[src/rtl/ifetch_pkg.sv]
// ifetch_pkg: shared types and defaults for the fetch unit.
// Provides word_t, the {pc, instr} buffer entry, depth and reset PC.
package ifetch_pkg;

  typedef logic [31:0] word_t;

  typedef struct packed {
    word_t pc;
    word_t instr;
  } ibuf_t;

  localparam int    DEF_DEPTH    = 4;
  localparam word_t DEF_RESET_PC = 32'h0040_0000;

endpackage

[src/rtl/ifetch_if.sv]
// ifetch_if: PC request, imem bus, decode handshake and flush.
// slave = fetch unit side, master = PC path / imem / decode side.
interface ifetch_if;
  import ifetch_pkg::*;

  word_t i_pc;
  logic  i_pc_valid;
  logic  o_pc_ready;
  logic  o_imem_req;
  word_t o_imem_addr;
  logic  i_imem_gnt;
  logic  i_imem_rvalid;
  word_t i_imem_rdata;
  logic  o_instr_valid;
  word_t o_instr;
  word_t o_instr_pc;
  logic  i_instr_ready;
  logic  i_flush;

  modport slave (
    input  i_pc, i_pc_valid, i_imem_gnt,
    input  i_imem_rvalid, i_imem_rdata,
    input  i_instr_ready, i_flush,
    output o_pc_ready, o_imem_req, o_imem_addr,
    output o_instr_valid, o_instr, o_instr_pc
  );

  modport master (
    output i_pc, i_pc_valid, i_imem_gnt,
    output i_imem_rvalid, i_imem_rdata,
    output i_instr_ready, i_flush,
    input  o_pc_ready, o_imem_req, o_imem_addr,
    input  o_instr_valid, o_instr, o_instr_pc
  );

endinterface

[src/rtl/ifetch_fifo.sv]
// ifetch_fifo: synchronous FIFO with clear, count and head output.
// Ports: clk/rst, clr, push/din, pop, head, count. Caller never overflows.
module ifetch_fifo #(
  parameter int           W       = 32,
  parameter int           DEPTH   = 4,
  parameter logic [W-1:0] RST_VAL = '0
) (
  input  logic                       i_clk,
  input  logic                       i_rst,
  input  logic                       i_clr,
  input  logic                       i_push,
  input  logic [W-1:0]               i_din,
  input  logic                       i_pop,
  output logic [W-1:0]               o_head,
  output logic [$clog2(DEPTH):0]     o_count
);

  localparam int AW = $clog2(DEPTH);
  localparam int CW = AW + 1;

  logic [W-1:0]  mem [DEPTH];
  logic [AW-1:0] wr_ptr;
  logic [AW-1:0] rd_ptr;
  logic [CW-1:0] count;

  // Entries are reset so the head shows RST_VAL out of reset.
  always_ff @(posedge i_clk) begin
    if (i_rst) begin
      wr_ptr <= '0;
      rd_ptr <= '0;
      count  <= '0;
      for (int i = 0; i < DEPTH; i++)
        mem[i] <= RST_VAL;
    end else if (i_clr) begin
      wr_ptr <= '0;
      rd_ptr <= '0;
      count  <= '0;
    end else begin
      if (i_push) begin
        mem[wr_ptr] <= i_din;
        wr_ptr      <= wr_ptr + 1'b1;
      end
      if (i_pop)
        rd_ptr <= rd_ptr + 1'b1;
      count <= count + CW'(i_push) - CW'(i_pop);
    end
  end

  assign o_head  = mem[rd_ptr];
  assign o_count = count;

endmodule

[src/rtl/ifetch_unit.sv]
// ifetch_unit: credit-limited pipelined fetch with flush/drop.
// Ports: i_clk, i_rst (sync, active-high), bus (ifetch_if.slave).
module ifetch_unit
  import ifetch_pkg::*;
#(
  parameter int    DEPTH    = DEF_DEPTH,
  parameter word_t RESET_PC = DEF_RESET_PC
) (
  input  logic     i_clk,
  input  logic     i_rst,
  ifetch_if.slave  bus
);

  localparam int CW = $clog2(DEPTH) + 1;

  // The PC queue holds one entry per in-flight request,
  // so its count is the outstanding counter.
  logic [CW-1:0] outstanding;
  logic [CW-1:0] buf_count;
  logic [CW-1:0] drop_cnt;
  logic [CW:0]   occ;
  logic          credit;
  logic          grant;
  logic          buf_push;
  logic          buf_pop;
  word_t         rsp_pc;
  ibuf_t         buf_head;

  assign occ    = {1'b0, outstanding} + {1'b0, buf_count};
  assign credit = (occ < (CW+1)'(DEPTH))
                & !bus.i_flush & !i_rst;

  assign bus.o_imem_req  = bus.i_pc_valid & credit;
  assign bus.o_imem_addr = {bus.i_pc[31:2], 2'b00};
  assign grant           = bus.o_imem_req & bus.i_imem_gnt;
  assign bus.o_pc_ready  = grant;

  assign buf_push = bus.i_imem_rvalid
                  & (drop_cnt == '0)
                  & !bus.i_flush;
  assign buf_pop  = bus.o_instr_valid
                  & bus.i_instr_ready
                  & !bus.i_flush;

  // A response landing in the flush cycle is already discarded,
  // so it is not counted among the ones still to drop.
  always_ff @(posedge i_clk) begin
    if (i_rst)
      drop_cnt <= '0;
    else if (bus.i_flush)
      drop_cnt <= outstanding - CW'(bus.i_imem_rvalid);
    else if (bus.i_imem_rvalid && drop_cnt != '0)
      drop_cnt <= drop_cnt - 1'b1;
  end

  ifetch_fifo #(
    .W     (32),
    .DEPTH (DEPTH)
  ) u_pcq (
    .i_clk   (i_clk),
    .i_rst   (i_rst),
    .i_clr   (1'b0),
    .i_push  (grant),
    .i_din   (bus.i_pc),
    .i_pop   (bus.i_imem_rvalid),
    .o_head  (rsp_pc),
    .o_count (outstanding)
  );

  ifetch_fifo #(
    .W       (64),
    .DEPTH   (DEPTH),
    .RST_VAL ({RESET_PC, 32'h0})
  ) u_ibuf (
    .i_clk   (i_clk),
    .i_rst   (i_rst),
    .i_clr   (bus.i_flush),
    .i_push  (buf_push),
    .i_din   ({rsp_pc, bus.i_imem_rdata}),
    .i_pop   (buf_pop),
    .o_head  (buf_head),
    .o_count (buf_count)
  );

  assign bus.o_instr_valid = (buf_count != '0);
  assign bus.o_instr       = buf_head.instr;
  assign bus.o_instr_pc    = buf_head.pc;

endmodule

[src/flat_wrapper.sv]
// flat-port wrapper written by rule: the top's interface ports become plain ports
module ifetch_unit_flat import ifetch_pkg::*;
#(
  parameter int    DEPTH    = DEF_DEPTH,
  parameter word_t RESET_PC = DEF_RESET_PC
)
  (i_clk, i_rst, bus_i_pc, bus_i_pc_valid, bus_i_imem_gnt, bus_i_imem_rvalid, bus_i_imem_rdata, bus_i_instr_ready, bus_i_flush, bus_o_pc_ready, bus_o_imem_req, bus_o_imem_addr, bus_o_instr_valid, bus_o_instr, bus_o_instr_pc);
  ifetch_if bus_i ();
  input  logic i_clk;
  input  logic i_rst;
  input wire logic [$bits(bus_i.i_pc)-1:0] bus_i_pc;
  input wire logic [$bits(bus_i.i_pc_valid)-1:0] bus_i_pc_valid;
  input wire logic [$bits(bus_i.i_imem_gnt)-1:0] bus_i_imem_gnt;
  input wire logic [$bits(bus_i.i_imem_rvalid)-1:0] bus_i_imem_rvalid;
  input wire logic [$bits(bus_i.i_imem_rdata)-1:0] bus_i_imem_rdata;
  input wire logic [$bits(bus_i.i_instr_ready)-1:0] bus_i_instr_ready;
  input wire logic [$bits(bus_i.i_flush)-1:0] bus_i_flush;
  output wire logic [$bits(bus_i.o_pc_ready)-1:0] bus_o_pc_ready;
  output wire logic [$bits(bus_i.o_imem_req)-1:0] bus_o_imem_req;
  output wire logic [$bits(bus_i.o_imem_addr)-1:0] bus_o_imem_addr;
  output wire logic [$bits(bus_i.o_instr_valid)-1:0] bus_o_instr_valid;
  output wire logic [$bits(bus_i.o_instr)-1:0] bus_o_instr;
  output wire logic [$bits(bus_i.o_instr_pc)-1:0] bus_o_instr_pc;
  assign bus_i.i_pc = bus_i_pc;
  assign bus_i.i_pc_valid = bus_i_pc_valid;
  assign bus_i.i_imem_gnt = bus_i_imem_gnt;
  assign bus_i.i_imem_rvalid = bus_i_imem_rvalid;
  assign bus_i.i_imem_rdata = bus_i_imem_rdata;
  assign bus_i.i_instr_ready = bus_i_instr_ready;
  assign bus_i.i_flush = bus_i_flush;
  assign bus_o_pc_ready = bus_i.o_pc_ready;
  assign bus_o_imem_req = bus_i.o_imem_req;
  assign bus_o_imem_addr = bus_i.o_imem_addr;
  assign bus_o_instr_valid = bus_i.o_instr_valid;
  assign bus_o_instr = bus_i.o_instr;
  assign bus_o_instr_pc = bus_i.o_instr_pc;
  ifetch_unit #(.DEPTH(DEPTH), .RESET_PC(RESET_PC)) u_core (.i_clk(i_clk), .i_rst(i_rst), .bus(bus_i));
endmodule
[config.mk]
export PLATFORM = sky130hd
export DESIGN_NAME = ifetch_unit_flat
export DESIGN_NICKNAME = d
export VERILOG_FILES = /design/src/rtl/ifetch_pkg.sv /design/src/rtl/ifetch_if.sv /design/src/rtl/ifetch_fifo.sv /design/src/rtl/ifetch_unit.sv /design/src/flat_wrapper.sv
export SDC_FILE = /design/constraint.sdc
export NUM_CORES = 1
export LEC_CHECK = 0
export ABC_AREA = 1
export CORE_MARGIN = 2
export CORE_UTILIZATION = 40
export DETAILED_ROUTE_END_ITERATION = 6
export PLACE_DENSITY_LB_ADDON = 0.3
export RECOVER_POWER = 25
export SYNTH_ARGS = -nofsm -noshare
export SYNTH_HDL_FRONTEND = slang
export SYNTH_HIERARCHICAL = 1
export SYNTH_SLANG_ARGS = --single-unit
[constraint.sdc]
create_clock -name i_clk -period 13.3 [get_ports i_clk]
set_clock_uncertainty 0.15 [all_clocks]
set_input_delay 1.33 -clock i_clk [delete_from_list [all_inputs] [get_ports i_clk]]
set_output_delay 1.33 -clock i_clk [all_outputs]
set_load 0.005 [all_outputs]
==> metrics, run 1 <==
post-layout util=47.41%; grt ovf=0; Yosys reg bits=405; DPL Wire Length=25070 µm; DR vias=12750; Yosys cell types=31; Hold WS=0.3170 ns; met3 Usage GRT=2.896%; ANT cells=0; crit path DAT=7.02 ns; mean post-synth cell area=9.916 µm²; R2R cell count=10; Hold WC Path Type=reg -> reg; post-synthesis cell type with the largest combined area=edfxtp_1; number of I/O pins=170; CTS Sinks=405; NetSw=613.0 µW; port bufs=167; most frequent cell after synthesis=inv_1; fin crit share=51.88%; top post-synthesis cells by count=inv_1 (388), edfxtp_1 (384), nor2_1 (341), nand2_1 (227), a21oi_1 (106); violated checks=max-capacitance violations, max-slew violations; mapped cell area=0.01905 mm²; Setup Fix Bufs, Post-CTS=0; part of the power in registers=52.9%; grt met1 use=22.29%; max_slew headroom=-155.3%; vias per cell=4.788; crit path capture type=flop; FF-to-FF End=u_core/u_pcq/mem[0][18]; H-tree lvl count=2; Max clock buf depth=3; Fillers=4331; clock root buffer=clkbuf_16; cts hold-fix bufs=0; reg-to-reg setup timing slack=7.36 ns; Post-Route WL=42510 µm; clock share of power=40.3%; post-CTS resize count=0; synth top area cells=edfxtp_1 (61%), inv_1 (7.6%), nor2_1 (6.7%); largest net degree at the start of global routing=138; WS Path Type=in -> reg; worst vdd ir=0.07293 mV; Worst path top cell family by delay=simple AND/OR/NAND/NOR gates; most used routing layer=met2; setup TNS=0 ns; maximum clock rate=144.9 MHz; reg2reg start=u_core/u_ibuf/o_count[1]; Hold Path Depth=1; RSZ-0062 raised after global routing=false; Crit-path slowest cell=nand2_1; P_leak=8.335 nW; Cell Int Power=2.138 mW; global-route wire length before repair=66890 µm; worst-path cell chain=dlygate4sd3_1, nor2_1, nand3b_1, nor3b_1, clkbuf_1, nand2_1, clkinvlp_2, nand2_1, nand2_1, buf_4; TritonCTS Buffers=43; worst setup margin=6.401 ns; layout cell share with drive strength beyond 1=7.202%; switching part of the total power=22.28%; iteration-0 DRC count of the detailed router=930; DRC=0; run status=complete, but fails checks; core area=0.04675 mm²; # setup viols final=0; global placer's final weighted congestion=0.7343; Comb power frac=6.8%; pre-CTS setup slack=8.180 ns; asr flop ratio synth=0%; Worst Min Path Start=u_core/u_pcq/rd_ptr[0]; area delta synth->final=16.37%; Slowest Stage Delay on Critical Path=1.49 ns; per-cell routed wire length=15.97 µm; post-synth top area share=60.53%; Post-DRT Antenna Nets=0; Top cell by count, worst path=nand2_1; # Max-Cap Violations=3; PD cells=124.1 mW/mm²; Die ar.=0.04939 mm²; Ys Warns=6; number of synthesized flops with an enable pin=384; vias in the first global route=12410; initial antenna violation count=0; WP data required=13.42 ns; fin. max-slew vios=129; Final min period=6.899 ns; CTS tree=done; Cells after Synth=1921; post-layout power=2.751 mW; Worst Path Buf+Inv=4; NumNets Final=2105; Hold Vio Cnt, Final=0; Cell Rows=79; Setup crit start kind=primary input; aggregate global-route resource usage=17.15%; Crit path depth=10; CP max FO=31; Reg clk slew, reported paths=0.06 ns; Starting Density=40.74%; Die Span Y=222.2 µm; Worst Tran Pin Value=3.829 ns; GRT met2 Usage=29.99%; top_reg_cell synth=edfxtp_1; chip width=222.2 µm; Setup crit start=bus_i_flush; Seq/Total Area, Yosys=62.74%; Clk Latency, worst-skew pair=0.56 ns; drt pass-1 iters=5
==> logic make-up after synthesis <==
logic type | Yosys count | share of synthesized area (%)
simple gates | 648 | 14.89
buf+inv | 543 | 11.99
flops | 405 | 62.74
compound gates | 312 | 9.491
fa+ha+maj | 12 | 0.8670
other cells | 1 | 0.01969
==> layout by cell type (no fill, tap or decap) <==
cell	count
a21oi_1	106
a21oi_2	1
buf_4	15
bufinv_16	1
clkbuf_1	13
clkbuf_16	44
clkdlybuf4s50_1	151
clkinv_1	9
clkinv_2	11
clkinv_8	1
clkinvlp_2	1
clkinvlp_4	1
conb_1	4
dfxtp_1	17
dfxtp_2	1
dfxtp_4	3
dlygate4sd3_1	16
edfxtp_1	384
fa_1	2
ha_1	10
inv_1	389
inv_2	21
inv_6	1
nand2_1	226
nand2_2	3
nand2_4	2
nand3_1	12
nand3b_1	1
nand4_1	2
nand4_4	1
nor2_1	353
nor2_2	1
nor2_4	37
nor3_1	8
nor3b_1	1
o211ai_1	97
o21ai_0	103
o21ai_1	2
o21ai_4	3
or2_0	1
==> power by group through the flow <==
stage                     clock, mW  sequential, mW  combinational (mW)
after detailed placement          0            1.48               0.191
after global placement            0            1.48               0.190
after floorplan                   0            1.48               0.102
after CTS                      1.14            1.46               0.192
after global routing           1.18            1.46               0.207
final                          1.11            1.46               0.186
==> through the flow <==
step	instance area (µm²)	cells
2_1_floorplan	19060	1924
3_3_place_gp	20970	2584
3_5_place_dp	20970	2584
4_1_cts	22260	2662
5_1_grt	22170	2662
6_report	22170	2662
==> worst register-to-register path, cell delays in order, from the launching register on <==
cell and delay (ns):
dfxtp_1 0.34, ha_1 0.29, nand3_1 0.07, nand2_1 0.09, nor3b_1 0.07, clkbuf_1 0.20, nand2_1 1.50, clkinvlp_2 0.94
nand2_1 0.99, nand2_1 0.60, buf_4 0.42
==> how the worst max path moves through the flow <==
stage,endpoint
after detailed placement,u_core/u_pcq/mem[0][10]
after global placement,u_core/u_pcq/mem[1][3]
after floorplan,u_core/u_ibuf/mem[3][0]
after CTS,bus_o_instr_pc[17]
final,u_core/u_pcq/mem[0][18]
after global routing,u_core/u_pcq/mem[0][18]
==> layout make-up <==
cell class                 instances  area [µm²]  area share, %
clock buffer                      54        1139          5.136
timing repair buffer             185        1795          8.100
multi-input combinational        976        4815          21.72
sequential                       405       11960          53.97
clock inverter                    24       151.4         0.6830
tap                              607       759.5          3.426
inverter                         411        1544          6.965
==> sequential cells by signal (all words and copies together), names as in the netlist, named ones only <==
name                   flops
u_core/u_ibuf/rd_ptr       2
u_core/u_pcq/mem         128
u_core/u_ibuf/wr_ptr       2
u_core/u_pcq/rd_ptr        2
u_core/u_pcq/wr_ptr        2
u_core/drop_cnt            3
u_core/u_pcq/o_count       3
u_core/u_ibuf/o_count      3
u_core/u_ibuf/mem        256
==> per-layer routing <==
metal,wire length [µm],up-vias
met2,20900,327
met1,18780,6031
met3,2132,49
met5,0,-
met4,687,0
li1,-,6339
Note: power is estimated with default switching activity, not from simulation.
==> inputs of run 2 (changes only) <==
==> constraint.sdc (replaced) <==
create_clock -name i_clk -period 6.4 [get_ports i_clk]
set_clock_uncertainty 0.15 [all_clocks]
set_input_delay 0.64 -clock i_clk [delete_from_list [all_inputs] [get_ports i_clk]]
set_output_delay 0.64 -clock i_clk [all_outputs]
set_load 0.005 [all_outputs]
==> metrics, run 2 (synthesized netlist as in run 1, its figures left out) <==
run status=complete, but fails checks; violated checks=max-capacitance violations, max-slew violations; CTS tree=done; CP max FO=63 (+100%); Post-Route WL=42120 µm (-0.91%); Top Registers=u_core/u_ibuf/mem (256), u_core/u_pcq/mem (128); P_leak=8.420 nW (+1.0%); Largest Register=u_core/u_ibuf/mem; initial antenna violation count=0 (unchanged); crit path capture type=flop; FF-to-FF End=u_core/u_ibuf/mem[0][22]; Worst Min Path Start=u_core/u_ibuf/rd_ptr[1]; max_slew headroom=-155.2% (about the same); Setup crit start kind=primary input; TritonCTS Buffers=44 (+2.3%); PD cells=266.6 mW/mm² (+110%); DPL Wire Length=25120 µm (+0.20%); R2R cell count=8 (-2); iteration-0 DRC count of the detailed router=884 (-4.9%); Starting Density=40.74% (unchanged); post-CTS resize count=0 (unchanged); Hold Path Depth=2 (+1); Post-DRT Antenna Nets=0 (unchanged); Worst Tran Pin Value=3.827 ns (-0.001794 ns); RSZ-0062 raised after global routing=false; chip width=222.2 µm (unchanged); Clk Latency, worst-skew pair=0.54 ns (-0.02 ns); core area=0.04675 mm² (unchanged); reg2reg start=u_core/drop_cnt[0]; Post-Layout Cell Count=2664 (+0.075%); Cell Rows=79 (unchanged); setup TNS=0 ns (unchanged); Hold WC Path Type=reg -> reg; reg-to-reg setup timing slack=1.84 ns (-5.52 ns); Max clock buf depth=3 (unchanged); most common cell after layout, fill and taps aside=inv_1; global-route wire length before repair=67540 µm (+0.98%); Final min period=4.788 ns; Hold Vio Cnt, Final=0 (unchanged); worst vdd ir=0.2031 mV (+180%); NumNets Final=2108 (+0.14%); Reg clk slew, reported paths=0.06 ns (about the same); vias in the first global route=12670 (+2.0%); area delta synth->final=16.46% (about the same); port bufs=167 (unchanged); fin crit share=74.81%; ANT cells=0 (unchanged); global placer's final weighted congestion=0.7514 (+2.3%); WS Path Type=in -> reg; vias per cell=4.770 (-0.39%); aggregate global-route resource usage=17.18% (+0.032 points); fin. max-slew vios=162 (+26%); DR vias=12710 (-0.31%); Setup Fix Bufs, Post-CTS=0 (unchanged); per-cell routed wire length=15.81 µm (-0.99%); clock root buffer=clkbuf_16; CTS Sinks=405 (unchanged); Fillers=4377 (+1.1%); # Max-Cap Violations=4 (+1); most used cells in the layout excluding fill and tap cells=inv_1 (389), edfxtp_1 (384), nor2_1 (370); number of I/O pins=170 (unchanged); H-tree lvl count=2 (unchanged); largest net degree at the start of global routing=129 (-6.5%); maximum clock rate=208.9 MHz; Hold WS=0.3016 ns (-0.01545 ns); grt ovf=0 (unchanged); max FFs per register=256 (unchanged); Die Span Y=222.2 µm (unchanged); Cells after DPL=2586 (+0.077%); # setup viols final=0 (unchanged); drt pass-1 iters=5 (unchanged); layout cell share with drive strength beyond 1=6.417% (-0.78 points); WP data required=6.39 ns (-7.03 ns); cts hold-fix bufs=0 (unchanged); crit path DAT=4.78 ns (-2.24 ns); Die ar.=0.04939 mm² (unchanged); DRC=0 (unchanged)
[run 2: cell types whose count changed in the layout (fill, tap and decap cells not counted), sizes merged]
cell | before | now
clkdlybuf4s50 | 151 | 133
dlygate4sd3 | 16 | 34
clkinv | 21 | 15
bufinv | 1 | 5
clkbuf | 57 | 60
buf | 15 | 16
clkinvlp | 2 | 3
inv | 411 | 410
[run 2: worst max-delay path, cell delays in order]
cell and delay [ns]:
dlygate4sd3_1 0.66, inv_1 0.12, nor3_1 0.06, clkbuf_1 0.19, nand4_1 0.21, clkbuf_1 2.72
nor2_1 0.14
[run 2: worst max-delay path by stage]
| stage | startpoint | to | slack (ns) | depth (start not counted) |
|---|---|---|---|---|
| CTS | flop | bus_o_instr_pc[22] | 2.37 | 4 |
| finish | bus_i_imem_rvalid | u_core/u_ibuf/mem[0][22] | 1.61 | 7 |
| floorplan | bus_i_imem_rvalid | u_core/u_ibuf/mem[3][0] | 1.71 | 5 |
| global route | bus_i_imem_rvalid | u_core/u_ibuf/mem[0][22] | 1.25 | 7 |
| detailed placement | i_rst | u_core/u_pcq/mem[1][7] | 2.22 | 10 |
| global placement | bus_i_flush | u_core/u_pcq/mem[1][6] | 2.14 | 10 |
[run 2: per-layer routing]
| metal | vias to the layer above | global-route usage, % | wire length (µm) |
|---|---|---|---|
| li1 | 6331 | - | - |
| met1 | 5993 | 22.35 | 18530 |
| met2 | 323 | 29.70 | 20380 |
| met3 | 59 | 2.341 | 2099 |
| met4 | 0 | 5.536 | 1113 |
| met5 | - | 0 | 0 |
[run 2: final cells by class]
type | instances | area, µm² | area share (%)
well taps | 607 | 759.5 | 3.423
repair buffers | 187 | 1819 | 8.200
inverters | 411 | 1544 | 6.960
flip-flops and latches | 405 | 11960 | 53.93
multi-input cells | 976 | 4661 | 21.01
clock inverters | 22 | 249.0 | 1.122
clock buffers | 56 | 1189 | 5.358
[run 2: power breakdown]
| part | total [mW] | switching, mW | internal, mW |
|---|---|---|---|
| combinational | 0.371 | 0.226 | 0.145 |
| sequential | 3.03 | 0.0390 | 2.99 |
| clock | 2.51 | 0.996 | 1.51 |
[run 2: through the flow]
step	area, µm²	utilization, %	setup WS (ns)	power [mW]
after floorplan	19060	-	1.706	3.288
after global placement	20990	44.90	2.140	3.473
after detailed placement	20990	44.90	2.215	3.480
after CTS	22430	47.98	2.367	5.999
after global routing	22190	47.45	1.248	6.135
final	22190	47.45	1.612	5.915
==> inputs of run 3 (changes only) <==
==> constraint.sdc (replaced) <==
create_clock -name i_clk -period 4.3 [get_ports i_clk]
set_clock_uncertainty 0.15 [all_clocks]
set_input_delay 0.43 -clock i_clk [delete_from_list [all_inputs] [get_ports i_clk]]
set_output_delay 0.43 -clock i_clk [all_outputs]
set_load 0.005 [all_outputs]
==> metrics, run 3 (synthesized netlist as in run 1, its figures left out) <==
Reg clk slew, reported paths=0.06 ns (about the same); violated checks=design-rule violations, max-capacitance violations, max-slew violations; clock root buffer=clkbuf_16; PD cells=380.8 mW/mm² (+43%); global placer's final weighted congestion=0.7673 (+2.1%); area delta synth->final=16.89%; most common cell after layout, fill and taps aside=inv_1; DR vias=12590 (-0.88%); Clk Latency, worst-skew pair=0.54 ns (about the same); DRC=2 (+2); Multi-input gate area=0.004735 mm² (+1.6%); worst setup margin=0.8011 ns (-0.8113 ns); Hold WS=0.3094 ns (+0.007831 ns); grt ovf=0 (unchanged); NetSw=1.813 mW (+44%); switching part of the total power=21.39% (+0.062 points); # Max-Cap Violations=3 (-1); Hold WC Path Type=reg -> reg; iteration-0 DRC count of the detailed router=817 (-7.6%); post-layout util=47.62% (+0.17 points); Worst Tran Pin Value=1.988 ns (-1.839 ns); vias in the first global route=12610 (-0.42%); Top Registers=u_core/u_ibuf/mem (256), u_core/u_pcq/mem (128); Fillers=4353 (-0.55%); crit path capture type=flop; placed inst area=0.02116 mm² (+0.81%); CP max FO=35 (-44%); Post-DRT Antenna Nets=0 (unchanged); Setup Fix Bufs, Post-CTS=0 (unchanged); chip width=222.2 µm (unchanged); Cells after DPL=2592 (+0.23%); cts hold-fix bufs=0 (unchanged); per-cell routed wire length=15.65 µm (-1.0%); max_slew headroom=-32.54% (+120 points); TritonCTS Buffers=44 (unchanged); maximum clock rate=285.8 MHz; RSZ-0062 raised after global routing=false; Comb power frac=6.7% (+0.4 points); post-layout power=8.478 mW (+43%); crit path DAT=3.57 ns (-1.21 ns); drt pass-1 iters=7 (+2); NumNets Final=2114 (+0.28%); Largest Register=u_core/u_ibuf/mem; P_leak=8.423 nW (about the same); Cell Int Power=6.665 mW (+43%); largest net degree at the start of global routing=129 (unchanged); core area=0.04675 mm² (unchanged); part of the power in registers=53.2% (+1.9 points); fin crit share=81.37%; post-route cell area=0.02227 mm² (+0.37%); global-route wire length before repair=66730 µm (-1.2%); register area=0.01196 mm² (about the same); max FFs per register=256 (unchanged); fin. max-slew vios=223 (+38%); Post-Layout Cell Count=2666 (+0.075%); pre-CTS setup slack=0.9855 ns (-1.230 ns); Final min period=3.499 ns; Post-Route WL=41720 µm (-0.95%); # setup viols final=0 (unchanged); number of I/O pins=170 (unchanged); DPL Wire Length=25380 µm (+1.0%); port bufs=167 (unchanged); Setup crit start kind=primary input; post-CTS resize count=0 (unchanged); worst vdd ir=0.2531 mV (+25%); Hold Vio Cnt, Final=0 (unchanged); Max clock buf depth=3 (unchanged); H-tree lvl count=2 (unchanged); aggregate global-route resource usage=17.03% (-0.16 points); Die Span Y=222.2 µm (unchanged); WS Path Type=in -> reg; run status=complete, but fails checks; setup TNS=0 ns (unchanged); layout cell share with drive strength beyond 1=6.848% (+0.43 points); Die ar.=0.04939 mm² (unchanged); Starting Density=40.74% (unchanged); ANT cells=0 (unchanged); clock share of power=40.1% (-2.3 points); vias per cell=4.724 (-0.96%); CTS Sinks=405 (unchanged); CTS tree=done; WP data required=4.37 ns (-2.02 ns); initial antenna violation count=0 (unchanged); most used cells in the layout excluding fill and tap cells=inv_1 (389), edfxtp_1 (384), nor2_1 (357); Cell Rows=79 (unchanged)
## run 3: final timing paths
kind	start	endpoint	slack [ns]	cells after the start
setup / recovery	bus_i_imem_rvalid	u_core/u_ibuf/mem[0][26]	0.80	7
hold / removal	u_core/u_ibuf/rd_ptr[1]	flop	0.31	2
setup reg to reg	u_core/drop_cnt[0]	u_core/u_ibuf/mem[0][26]	0.95	8
hold reg to reg	u_core/u_ibuf/rd_ptr[1]	flop	0.31	2
## run 3: worst max-delay path: stages
cell           delay [ns]
dlygate4sd3_1        0.71
inv_1                0.11
nor3_1               0.18
clkbuf_1             0.41
nand4_4              0.14
nand2_1              1.21
buf_12               0.36
## run 3: power groups by stage
| stage | clock network, mW | logic, mW | registers (mW) |
|---|---|---|---|
| after CTS | 3.49 | 0.596 | 4.51 |
| after global placement | 0 | 0.588 | 4.59 |
| after floorplan | 0 | 0.316 | 4.57 |
| after detailed placement | 0 | 0.593 | 4.60 |
| after global routing | 3.64 | 0.628 | 4.53 |
| final | 3.40 | 0.564 | 4.51 |
## run 3: final cells by class
type	instances	area share, %
Sequential cell	405	53.72
Clock inverter	12	0.3372
Multi-Input combinational cell	976	21.26
Timing Repair Buffer	193	8.946
Inverter	411	6.934
Clock buffer	62	5.389
Tap cell	607	3.411
## run 3: routing by layer
metal | global-route usage (%) | part of all wire (%) | up-vias
li1 | - | - | 6340
met1 | 21.86 | 45 | 5936
met2 | 30.08 | 49 | 262
met3 | 2.301 | 4.1 | 56
met4 | 4.817 | 2.3 | 0
met5 | 0 | 0 | -
